===== src/rtl/ccff_prog_pkg.sv =====
// Shared state encoding and word-size helper for the ccff chain programmer.
// Pure types/functions; no timing or flow-control of its own.
package ccff_prog_pkg;

    typedef enum logic [2:0] {
        IDLE,
        LOAD,
        SHIFT,
        DONE,
        ERR
    } state_e;

    // Bits taken from the next word: a full word, or whatever is left of the chain.
    function automatic int unsigned bits_in_word(input int unsigned remaining,
                                                 input int unsigned word_w);
        return (remaining < word_w) ? remaining : word_w;
    endfunction

endpackage


===== src/rtl/ccff_rb_packer.sv =====
// Packs serial ccff_tail samples (first sample -> bit0) into readback words; word out 1 cycle after
// its last sample, flush emits a zero-padded partial word. No backpressure: rb_valid is a pulse.
module ccff_rb_packer #(
    parameter int unsigned WORD_W = 8
) (
    input  logic              clk,
    input  logic              rst_n,
    input  logic              clear,
    input  logic              sample_en,
    input  logic              sample_bit,
    input  logic              flush,
    output logic [WORD_W-1:0] rb_data,
    output logic              rb_valid
);

    localparam int unsigned IDX_W = $clog2(WORD_W);

    logic [WORD_W-1:0] acc_q, acc_d;
    logic [WORD_W-1:0] acc_new;
    logic [IDX_W-1:0]  idx_q, idx_d;
    logic [WORD_W-1:0] rb_data_q, rb_data_d;
    logic              rb_valid_q, rb_valid_d;

    always_comb begin
        acc_new        = acc_q;
        acc_new[idx_q] = sample_bit;
        acc_d          = acc_q;
        idx_d          = idx_q;
        rb_data_d      = rb_data_q;
        rb_valid_d     = 1'b0;
        if (clear) begin
            acc_d = '0;
            idx_d = '0;
        end else if (sample_en) begin
            if (flush || (32'(idx_q) == WORD_W - 1)) begin
                rb_data_d  = acc_new;
                rb_valid_d = 1'b1;
                acc_d      = '0;
                idx_d      = '0;
            end else begin
                acc_d = acc_new;
                idx_d = idx_q + IDX_W'(1);
            end
        end
    end

    always_ff @(posedge clk or negedge rst_n) begin
        if (!rst_n) begin
            acc_q      <= '0;
            idx_q      <= '0;
            rb_data_q  <= '0;
            rb_valid_q <= 1'b0;
        end else begin
            acc_q      <= acc_d;
            idx_q      <= idx_d;
            rb_data_q  <= rb_data_d;
            rb_valid_q <= rb_valid_d;
        end
    end

    assign rb_data  = rb_data_q;
    assign rb_valid = rb_valid_q;

endmodule


===== src/rtl/ccff_chain_programmer.sv =====
// Serialises bitstream words LSB-first into the ccff chain and returns the displaced bits as readback.
// WORD_W+1 cycles per word (accept then shifts); cfg_ready only in LOAD, so upstream gaps just stall.
module ccff_chain_programmer import ccff_prog_pkg::*; #(
    parameter int unsigned CHAIN_LEN = 40,
    parameter int unsigned WORD_W    = 8
) (
    input  logic              prog_clk,
    input  logic              pReset_n,
    input  logic              start,
    input  logic [WORD_W-1:0] cfg_data,
    input  logic              cfg_last,
    input  logic              cfg_valid,
    output logic              cfg_ready,
    output logic              ccff_head,
    output logic              ccff_shift_en,
    input  logic              ccff_tail,
    output logic [WORD_W-1:0] rb_data,
    output logic              rb_valid,
    output logic              busy,
    output logic              done,
    output logic              err
);

    localparam int unsigned CNT_W = $clog2(CHAIN_LEN + 1);
    localparam int unsigned WB_W  = $clog2(WORD_W + 1);
    localparam logic [CNT_W-1:0] LAST_BIT = CNT_W'(CHAIN_LEN - 1);

    state_e            state_q, state_d;
    logic [WORD_W-1:0] shift_reg_q, shift_reg_d;
    logic [CNT_W-1:0]  bit_cnt_q, bit_cnt_d;
    logic [WB_W-1:0]   word_bits_q, word_bits_d;
    logic              last_q, last_d;
    logic              cfg_ready_q, cfg_ready_d;
    logic              head_q, head_d;
    logic              shift_en_q, shift_en_d;
    logic              busy_q, busy_d;
    logic              done_q, done_d;
    logic              err_q, err_d;

    logic              accept;
    logic              load_start;
    int unsigned       rem;

    always_comb begin
        accept      = cfg_valid & cfg_ready_q;
        load_start  = 1'b0;
        rem         = CHAIN_LEN - 32'(bit_cnt_q);
        state_d     = state_q;
        shift_reg_d = shift_reg_q;
        bit_cnt_d   = bit_cnt_q;
        word_bits_d = word_bits_q;
        last_d      = last_q;

        case (state_q)
            IDLE, DONE, ERR: begin
                if (start) begin
                    load_start  = 1'b1;
                    state_d     = LOAD;
                    bit_cnt_d   = '0;
                    word_bits_d = '0;
                    last_d      = 1'b0;
                end
            end
            LOAD: begin
                if (accept) begin
                    // An early last word is rejected whole: nothing from it reaches the chain.
                    if (cfg_last && (rem > WORD_W)) begin
                        state_d = ERR;
                    end else begin
                        state_d     = SHIFT;
                        shift_reg_d = cfg_data;
                        word_bits_d = WB_W'(bits_in_word(rem, WORD_W));
                        last_d      = cfg_last;
                    end
                end
            end
            SHIFT: begin
                shift_reg_d = shift_reg_q >> 1;
                bit_cnt_d   = bit_cnt_q + CNT_W'(1);
                word_bits_d = word_bits_q - WB_W'(1);
                if (bit_cnt_q == LAST_BIT) begin
                    state_d = last_q ? DONE : ERR;
                end else if (word_bits_q == WB_W'(1)) begin
                    state_d = LOAD;
                end
            end
            default: state_d = IDLE;
        endcase

        // Outputs are registered from the next state so they line up with it.
        cfg_ready_d = (state_d == LOAD);
        shift_en_d  = (state_d == SHIFT);
        head_d      = shift_en_d & shift_reg_d[0];
        busy_d      = (state_d == LOAD) || (state_d == SHIFT);
        done_d      = (state_d == DONE);
        err_d       = (state_d == ERR);
    end

    always_ff @(posedge prog_clk or negedge pReset_n) begin
        if (!pReset_n) begin
            state_q     <= IDLE;
            shift_reg_q <= '0;
            bit_cnt_q   <= '0;
            word_bits_q <= '0;
            last_q      <= 1'b0;
            cfg_ready_q <= 1'b0;
            head_q      <= 1'b0;
            shift_en_q  <= 1'b0;
            busy_q      <= 1'b0;
            done_q      <= 1'b0;
            err_q       <= 1'b0;
        end else begin
            state_q     <= state_d;
            shift_reg_q <= shift_reg_d;
            bit_cnt_q   <= bit_cnt_d;
            word_bits_q <= word_bits_d;
            last_q      <= last_d;
            cfg_ready_q <= cfg_ready_d;
            head_q      <= head_d;
            shift_en_q  <= shift_en_d;
            busy_q      <= busy_d;
            done_q      <= done_d;
            err_q       <= err_d;
        end
    end

    // Tail is sampled on each shifting edge; the final chain bit forces out a partial word.
    ccff_rb_packer #(
        .WORD_W(WORD_W)
    ) u_rb_packer (
        .clk        (prog_clk),
        .rst_n      (pReset_n),
        .clear      (load_start),
        .sample_en  (shift_en_q),
        .sample_bit (ccff_tail),
        .flush      (shift_en_q && (bit_cnt_q == LAST_BIT)),
        .rb_data    (rb_data),
        .rb_valid   (rb_valid)
    );

    assign cfg_ready     = cfg_ready_q;
    assign ccff_head     = head_q;
    assign ccff_shift_en = shift_en_q;
    assign busy          = busy_q;
    assign done          = done_q;
    assign err           = err_q;

endmodule

===== config.mk =====
export PLATFORM = sky130hd
export DESIGN_NAME = ccff_chain_programmer
export DESIGN_NICKNAME = d
export VERILOG_FILES = /design/src/rtl/ccff_prog_pkg.sv /design/src/rtl/ccff_rb_packer.sv /design/src/rtl/ccff_chain_programmer.sv
export SDC_FILE = /design/constraint.sdc
export NUM_CORES = 1
export LEC_CHECK = 0
export BUFFER_PORTS_ARGS = -buffer_cell sky130_fd_sc_hd__buf_2
export CAP_MARGIN = 20
export CORE_MARGIN = 1
export CORE_UTILIZATION = 50
export DETAILED_ROUTE_END_ITERATION = 12
export PLACE_DENSITY = 0.7
export REMOVE_ABC_BUFFERS = 1
export SETUP_SLACK_MARGIN = 0.4
export SYNTH_ARGS = -nofsm -noshare
export SYNTH_HDL_FRONTEND = slang
export SYNTH_SLANG_ARGS = --single-unit

===== constraint.sdc =====
create_clock -name prog_clk -period 3.2 [get_ports prog_clk]
set_clock_uncertainty 0.2 [all_clocks]
set_input_delay 0.96 -clock prog_clk [delete_from_list [all_inputs] [get_ports prog_clk]]
set_output_delay 0.96 -clock prog_clk [all_outputs]
set_load 0.01 [all_outputs]

==> results.cfg, run 1 <==
[layout]
drive_gt1_frac = 0.215
multiInputGateArea_um2 = 1150
area_delta_synth_final_pct = 12.8
ff_latch_area_um2 = 1200
final.fill_count = 436
diodes = 0
fin_nets = 298

[power]
ir_worst_vdd_mv = 0.375
powerDensity_nw_per_um2 = 700
p_leak_uw = 0.00139

[die]
initial_core_util = 0.521
pin_count = 29
die_h_um = 72.4
dieArea_um2 = 5240
die_width_um = 72.4
row_count = 25
core_area_um2 = 4750

[setup_path]
endpoint_kind = register
reg2reg_to = last_q
critPathKind = register to register
slowest_stage = dfrtp_1
cp.buffers_inverters = 2
rr_startpoint = bit_cnt_q[0]
cp_max_fo = 6
r2r_cells = 9
path_cells = inv_1 > ha_2 > or3b_1 > o31a_2 > a311oi_4 > buf_4 > nor2_1 > o31a_1 > a21o_1
worst_ep_arrival_time_ns = 2.69
cp-start-kind = register
required_ns = 3.19
crit_family = compound AO/OA/AOI/OAI gates
max_stage_delay_ns = 0.46
reg2reg_slack_ns = 0.51

[global_route]
grt_use_met1 = 0.317
top_usage_layer = met1
use_met3 = 0.0458
grt_pass1_vias = 1712
grt_usage = 0.210
grt_start_max_net_pins = 26
antenna_found_initial = 0
grt_pass1_wl_mm = 8.45
globalRouteOverflowTotal = 0
gr-usage-met2 = 0.302

[placed_design]
gp_congestion = 0.925
io_buffers = 28
hpwlAfterDp_mm = 3.51

[synth]
yosys.cell_types.count = 57
synth_edf_count = 0
async_reset_ff_frac = 1.00
netlist_instances = 253
yosys_register_bits = 48
synth_seq_area_share = 0.485
synth_warnings = 0
syn_avg_cell_area_um2 = 9.79
ys.flop_type = dfrtp_1
synth.cell_area_um2 = 2480

[sta]
finalHoldViolations = 0
worst_pin_slew_ns = 0.682
fin_tns_setup_ns = 0
finalSetupViolCount = 0
grt_setup_unrepaired = yes
min_period_ns = 2.69
fmax_mhz = 372
fin_hold_ws_ns = 0.278
slew-limit-headroom = 0.543
drv_slew = 0
fin_crit_sh = 0.841

[cts]
path_clk_slew_ns = 0.09
cts_buffers = 5
clk_path_buf_depth = 2
htreeDepth = 2
cts_hold_buffers = 0
cts_root_buf = clkbuf_8
clkLatencyLatePin_ns = 0.31
cts_sinks = 48
cts_tree = built

[min_path]
hold_depth = 2
holdCritStartpoint = u_rb_packer.rb_data[3]
hp-class = register to register
holdPathEnd = u_rb_packer.rb_data[3]

[route]
drt-total-wl_mm = 5.03
drc = 0
via_per_inst = 5.59
wire_per_inst_um = 14.5
drtIter0Drc = 92
dr_total_vias = 1933
final_antenna_net_count = 0
firstDrtPassIters = 4

[flow_run]
cap_violations = 0

[run_status]
status = completed
## cells in the final DEF (no fill, tap or decap), types with 3 or more instances in the layout
cell	n
dfrtp_1	48
nand2_1	39
buf_2	28
o21ai_0	21
inv_1	18
nor2_1	14
mux2i_1	8
a222oi_1	7
a21oi_1	6
clkbuf_8	6
o21ai_1	5
ha_1	5
buf_4	5
nand3_1	4
and2_1	3
o211ai_1	3
o22ai_1	3
nor3_1	3
## registers in the layout, summed over array words and instances, names as in the netlist
register	flops
u_rb_packer.rb_data	8
shift_reg_q	8
err	1
done	1
state_q	3
busy	1
ccff_shift_en	1
u_rb_packer.acc_q	8
u_rb_packer.rb_valid	1
ccff_head	1
last_q	1
u_rb_packer.idx_q	3
word_bits_q	4
cfg_ready	1
bit_cnt_q	6
## cells by family after synthesis
| family | share of synthesized area |
|---|---|
| and+or+nand+nor | 0.180 |
| AOI/OAI and AO/OA | 0.201 |
| DFF | 0.485 |
| buffers and inverters | 0.0591 |
| muxes | 0.0369 |
| adders and majority gates | 0.0303 |
| xor gates and xnor gates | 0.00708 |
## metrics by stage
step           instances  power (uW)  setup WS (ns)  utilization  cell area, um2
2_1_floorplan        237        1340          0.680            -            2400
3_3_place_gp         337        1540          0.537        0.562            2670
3_5_place_dp         337        1560          0.480        0.562            2670
4_1_cts              345        1950          0.463        0.582            2770
5_1_grt              346        2110          0.395        0.587            2790
6_report             346        1960          0.509        0.587            2790
## layer usage
metal,up-vias,share of wire
met5,-,0
met4,0,0.014
met3,8,0.033
met2,41,0.45
met1,934,0.50
li1,950,-
## synth_stat cells, drive strengths merged, types with 3 or more instances
library cell  count  area, um2
a222oi            7       70.1
a21oi             6       30.0
buf               5       37.5
o22ai             3       18.8
o211ai            3       22.5
a22o              3       27.5
ha                6       75.1
nor4b             3       38.8
nor3              4       31.3
dfrtp            48       1200
mux2i             8       80.1
and2              4       25.0
o21ai            27        139
nor2             14       52.6
nand2            39        146
o31a              3       28.8
clkbuf           11       41.3
nand3             4       20.0
inv              18       67.6
## worst min-delay path, delay by kind of cell (launching register included)
kind | cells | cell delay (ns)
AND/OR/NAND/NOR | 1 | 0.04
AO/OA/AOI/OAI | 1 | 0.06
flip-flops | 1 | 0.35
## worst max path at each step
stage | start | endpoint | depth (start not counted) | slack, ns
after floorplan | bit_cnt_q[1] | ccff_head | 7 | 0.68
after global placement | bit_cnt_q[1] | busy | 8 | 0.54
after detailed placement | bit_cnt_q[0] | shift_reg_q[0] | 8 | 0.48
after CTS | bit_cnt_q[0] | shift_reg_q[0] | 8 | 0.46
after global routing | bit_cnt_q[0] | last_q | 9 | 0.39
final | bit_cnt_q[0] | last_q | 9 | 0.51
## cell type report
cell class | instances | share of cell area
Tap cell | 67 | 0.0300
Clock buffer | 6 | 0.0296
Sequential cell | 48 | 0.430
Multi-Input combinational cell | 171 | 0.410
Timing Repair Buffer | 34 | 0.0708
Clock inverter | 2 | 0.00493
Inverter | 18 | 0.0242
## report_power, final
part / internal [uW] / switching [uW]
sequential: 729 / 127
combinational: 300 / 416
clock: 177 / 208
## timing repair
action | in CTS | in global routing
gates resized for setup | 0 | 4
setup endpoints to repair | 0 | 13
setup buffers | 0 | 1
No activity file was read; power rests on OpenSTA's default activity.
==> run 2: changes to the inputs <==
--- a/config.mk
+++ b/config.mk
@@ -5,12 +5,13 @@
 export SDC_FILE = /design/constraint.sdc
 export NUM_CORES = 1
 export LEC_CHECK = 0
+export ABC_AREA = 1
 export BUFFER_PORTS_ARGS = -buffer_cell sky130_fd_sc_hd__buf_2
 export CAP_MARGIN = 20
 export CORE_MARGIN = 1
 export CORE_UTILIZATION = 50
 export DETAILED_ROUTE_END_ITERATION = 12
-export PLACE_DENSITY = 0.7
+export PLACE_DENSITY = 0.72
 export REMOVE_ABC_BUFFERS = 1
 export SETUP_SLACK_MARGIN = 0.4
 export SYNTH_ARGS = -nofsm -noshare
==> constraint.sdc (replaced) <==
create_clock -name prog_clk -period 2.3 [get_ports prog_clk]
set_clock_uncertainty 0.2 [all_clocks]
set_input_delay 0.69 -clock prog_clk [delete_from_list [all_inputs] [get_ports prog_clk]]
set_output_delay 0.69 -clock prog_clk [all_outputs]
set_load 0.01 [all_outputs]
==> results.cfg, run 2 <==
[power]
p_sw_frac = 0.420
seq_power_share = 0.393
power_switching_uw = 1250
p_leak_uw = 0.00147
ir_worst_vdd_mv = 0.530
combPwrFrac = 0.429
clkPwrFrac = 0.178
powerDensity_nw_per_um2 = 947
internal_power_uw = 1730

[synth]
yosys.cell_types.count = 37
yosysTopAreaCell = dfrtp_1
synth_edf_count = 0
synth.cell_area_um2 = 2630
synth_common_cells = nand2_1, dfrtp_1, nand3_1, inv_1, o21ai_0
async_reset_ff_frac = 1.00
synth_seq_area_share = 0.456
netlist.area_leader.share = 0.456
synth_warnings = 0
ys_top_cells_by_area = dfrtp_1, nand3_1, nand2_1
yosys_register_bits = 48
netlist_instances = 309
syn_avg_cell_area_um2 = 8.52
synth_most_common_cell = nand2_1
ys.flop_type = dfrtp_1

[setup_path]
endpoint_kind = register
cp_max_fo = 8
critPathKind = register to register
worst_ep_arrival_time_ns = 1.90
required_ns = 2.29
cp-start-kind = register

[cts]
cts_buffers = 5
cts_sinks = 48
path_clk_slew_ns = 0.09
htreeDepth = 2
cts_root_buf = clkbuf_8
clkLatencyLatePin_ns = 0.30
cts_hold_buffers = 0
clk_path_buf_depth = 2
cts_tree = built

[layout]
final_cell_count_no_fill = 425
fin_nets = 375
final.fill_count = 462
drive_gt1_frac = 0.330
layout_common_cells = nand2_1, nand3_1, dfrtp_1
diodes = 0
final_common_cell = nand2_1
area_delta_synth_final_pct = 19.5

[route]
firstDrtPassIters = 5
drc = 0
final_antenna_net_count = 0
via_per_inst = 5.32
dr_total_vias = 2263
drtIter0Drc = 144
wire_per_inst_um = 13.8
drt-total-wl_mm = 5.85

[sta]
slew-limit-headroom = 0.683
fin_tns_setup_ns = 0
worst_pin_slew_ns = 0.475
fin_crit_sh = 0.832
grt_setup_unrepaired = yes
min_period_ns = 1.91
finalHoldViolations = 0
fmax_mhz = 523
finalSetupViolCount = 0
drv_slew = 0

[die]
die_h_um = 74.6
initial_core_util = 0.519
die_width_um = 74.6
dieArea_um2 = 5560
pin_count = 29
row_count = 26
core_area_um2 = 5070

[placed_design]
io_buffers = 28
dp_cells = 405
hpwlAfterDp_mm = 3.75
gp_congestion = 0.829

[global_route]
grt_pass1_wl_mm = 9.50
grt_start_max_net_pins = 49
globalRouteOverflowTotal = 0
grt_usage = 0.224
grt_pass1_vias = 2073
antenna_found_initial = 0

[run_status]
status = completed

[min_path]
hp-class = input port to asynchronous set/reset pin

[flow_run]
cap_violations = 0
run 2: cells by family (layout without fill, tap and decap cells):
group / after synthesis / count (layout) / share of synthesized area
XOR/XNOR: 1 / 1 / 0.00333
buffers and inverters: 46 / 90 / 0.0755
AND/OR/NAND/NOR: 153 / 155 / 0.299
adder cells (fa/ha/maj): 6 / 6 / 0.0285
AO/OA/AOI/OAI: 55 / 55 / 0.138
flip-flops: 48 / 48 / 0.456
run 2: what timing repair did:
| action | in CTS | in global routing |
|---|---|---|
| endpoints found under the setup margin | 29 | 37 |
| pin swaps | 8 | 12 |
| buffers inserted | 8 | 3 |
| cloned | 1 | 1 |
| hold endpoints to repair | 0 | 0 |
| resized for setup | 11 | 17 |
run 2: final cells by class:
type,instances,area [um2],area share
inverter,41,163,0.0517
tap,70,87.6,0.0278
sequential,48,1200,0.383
timing repair buffer,42,265,0.0843
clock buffer,6,82.6,0.0262
multi-input combinational,217,1340,0.425
clock inverter,1,8.76,0.00278
run 2: worst paths after layout:
| check | cells after the start | slack (ns) | to | startpoint |
|---|---|---|---|---|
| min in group prog_clk | 2 | 0.29 | shift_reg_q[7] | shift_reg_q[7] |
| setup / recovery | 8 | 0.39 | u_rb_packer.rb_data[1] | bit_cnt_q[0] |
| setup reg to reg | 8 | 0.39 | u_rb_packer.rb_data[1] | bit_cnt_q[0] |
| hold / removal | 2 | 0.15 | u_rb_packer.rb_data[5] | pReset_n |
| max in group asynchronous | 2 | 1.50 | state_q[1] | pReset_n |
| hold reg to reg | 2 | 0.29 | shift_reg_q[7] | shift_reg_q[7] |
run 2: through the flow:
step / util / worst slack [ns] / area [um2] / hold slack, ns / total power [uW]
after CTS: 0.600 / 0.385 / 3050 / 0.170 / 2820
after global placement: 0.563 / 0.334 / 2860 / 0.254 / 2200
final: 0.620 / 0.387 / 3150 / 0.149 / 2980
after global routing: 0.620 / 0.287 / 3150 / 0.180 / 3170
after floorplan: - / 0.344 / 2590 / 0.194 / 1960
after detailed placement: 0.563 / 0.255 / 2860 / 0.260 / 2240
run 2: power groups by stage:
stage / clock [uW] / combinational (uW) / sequential, uW
after detailed placement: 0 / 1060 / 1180
after floorplan: 0 / 796 / 1170
after global routing: 569 / 1420 / 1190
final: 530 / 1280 / 1170
after CTS: 538 / 1120 / 1170
after global placement: 0 / 1030 / 1170
run 2: worst max-delay path, stage by stage, from the launching register on:
cell and delay (ns):
dfrtp_1 0.42, ha_2 0.22, nand2_2 0.06, clkinv_2 0.07, nand4_4 0.11, o21ai_4 0.24
nand2_4 0.13, nor2_4 0.24, a21oi_1 0.11
run 2: metal layers:
layer	part of all wire	wire, um	GRT usage
met4	0.011	62	0.0650
met3	0.048	282	0.0528
met5	0	0	0
met1	0.47	2770	0.302
met2	0.47	2740	0.360
==> run 3: changes to the inputs <==
--- a/config.mk
+++ b/config.mk
@@ -5,13 +5,13 @@
 export SDC_FILE = /design/constraint.sdc
 export NUM_CORES = 1
 export LEC_CHECK = 0
-export ABC_AREA = 1
+export ABC_AREA = 0
 export BUFFER_PORTS_ARGS = -buffer_cell sky130_fd_sc_hd__buf_2
 export CAP_MARGIN = 20
 export CORE_MARGIN = 1
 export CORE_UTILIZATION = 50
 export DETAILED_ROUTE_END_ITERATION = 12
-export PLACE_DENSITY = 0.72
+export PLACE_DENSITY = 0.7
 export REMOVE_ABC_BUFFERS = 1
 export SETUP_SLACK_MARGIN = 0.4
 export SYNTH_ARGS = -nofsm -noshare
==> constraint.sdc (replaced) <==
create_clock -name prog_clk -period 1.8 [get_ports prog_clk]
set_clock_uncertainty 0.2 [all_clocks]
set_input_delay 0.54 -clock prog_clk [delete_from_list [all_inputs] [get_ports prog_clk]]
set_output_delay 0.54 -clock prog_clk [all_outputs]
set_load 0.01 [all_outputs]
==> results.cfg, run 3 (synthesis results as in run 1) <==
[die]
initial_core_util = 0.521
core_area_um2 = 4750
die_width_um = 72.4
row_count = 25
dieArea_um2 = 5240
pin_count = 29
die_h_um = 72.4

[sta]
fin_tns_setup_ns = -25.42
fin_crit_sh = 1.50
min_period_ns = 2.70
grt_setup_unrepaired = yes
fin_hold_ws_ns = 0.258
worst_pin_slew_ns = 0.506
fmax_mhz = 371
drv_slew = 0
finalHoldViolations = 0
finalSetupViolCount = 42
slew-limit-headroom = 0.663
timing.final.ws_setup_ns = -0.896

[power]
combPwrFrac = 0.520
internal_power_uw = 3200
p_sw_frac = 0.366
power_switching_uw = 1850
ir_worst_vdd_mv = 0.886
seq_power_share = 0.288
powerDensity_nw_per_um2 = 1330
clkPwrFrac = 0.193
p_leak_uw = 0.00193
power_uw = 5050

[route]
firstDrtPassIters = 6
final_antenna_net_count = 0
drtIter0Drc = 217
drc = 0
wire_per_inst_um = 17.2
dr_total_vias = 2429
drt-total-wl_mm = 7.41
via_per_inst = 5.65

[layout]
drive_gt1_frac = 0.507
final_cell_count_no_fill = 430
final_common_cell = buf_4
multiInputGateArea_um2 = 1380
layout_common_cells = buf_4, dfrtp_1, nand2_1
ff_latch_area_um2 = 1200
final.fill_count = 290
area_delta_synth_final_pct = 52.9
fin_nets = 382
diodes = 0

[cts]
htreeDepth = 2
path_clk_slew_ns = 0.10
cts_buffers = 5
cts_sinks = 48
clk_path_buf_depth = 2
cts_root_buf = clkbuf_8
clkLatencyLatePin_ns = 0.32
cts_tree = built

[placed_design]
pre_cts_ws_ns = -0.681
hpwlAfterDp_mm = 3.91
io_buffers = 28
gp_congestion = 0.927
dp_cells = 381

[global_route]
globalRouteOverflowTotal = 0
antenna_found_initial = 0
grt_start_max_net_pins = 38
grt_usage = 0.265
use_met3 = 0.0486
grt_use_met1 = 0.346
gr-usage-met2 = 0.428
grt_pass1_vias = 2210
grt_pass1_wl_mm = 10.6
top_usage_layer = met2

[setup_path]
cp-start-kind = register
reg2reg_slack_ns = -0.90
cp_max_fo = 5
cp.buffers_inverters = 3
slowest_stage = a311oi_4
worst_ep_arrival_time_ns = 2.67
crit_family = compound AO/OA/AOI/OAI gates
required_ns = 1.78
max_stage_delay_ns = 0.50
path_cells = buf_6 > nor3_4 > or3b_4 > a311oi_4 > o21ai_4 > buf_4 > a222oi_1 > inv_1
critPathKind = register to register
endpoint_kind = register

[min_path]
hp-class = input port to register

[run_status]
violations = setup timing
status = finished with violations

[flow_run]
cap_violations = 0
## run 3: power by group through the flow
stage,clock network [uW],logic [uW],registers [uW]
floorplan,0,888,1500
global placement,0,1640,1450
detailed placement,0,1680,1460
CTS,961,2060,1440
global route,1000,2800,1470
finish,973,2630,1450
## run 3: worst paths after layout
| check | cells past startpoint | from | end |
|---|---|---|---|
| worst max-delay path | 8 | bit_cnt_q[0] | shift_reg_q[2] |
| worst min-delay path | 3 | cfg_data[1] | shift_reg_q[1] |
| worst max register to register | 8 | bit_cnt_q[0] | shift_reg_q[2] |
| worst min register to register | 2 | u_rb_packer.rb_data[7] | u_rb_packer.rb_data[7] |
| max in group asynchronous | 3 | pReset_n | state_q[1] |
| min in group asynchronous | 2 | pReset_n | u_rb_packer.acc_q[3] |
## run 3: cell type report
class                           count  share of cell area
Multi-Input combinational cell    172               0.365
Inverter                           18              0.0178
Clock inverter                      3              0.0182
Tap cell                           67              0.0221
Sequential cell                    48               0.318
Timing Repair Buffer              117               0.241
Clock buffer                        5              0.0182
## run 3: timing repair
action,CTS,global route
buffers inserted,20,17
endpoints found under the setup margin,63,87
pin swaps,26,24
gates cloned,2,1
endpoints found under the hold margin,11,0
hold buffers,1,0
resized for setup,54,44
## run 3: per-stage QoR
step	cell area (um2)	util
3_5_place_dp	3000	0.631
2_1_floorplan	2400	-
5_1_grt	3790	0.796
4_1_cts	3470	0.731
3_3_place_gp	3000	0.631
6_report	3790	0.796
## run 3: worst min-delay path, stage by stage
cell and delay [ns]:
buf_2 0.08, a222oi_1 0.07, inv_1 0.06
## run 3: routing by layer
layer,share of wire,vias up
li1,-,1127
met1,0.40,1158
met2,0.50,113
met3,0.061,31
met4,0.038,0
met5,0,-
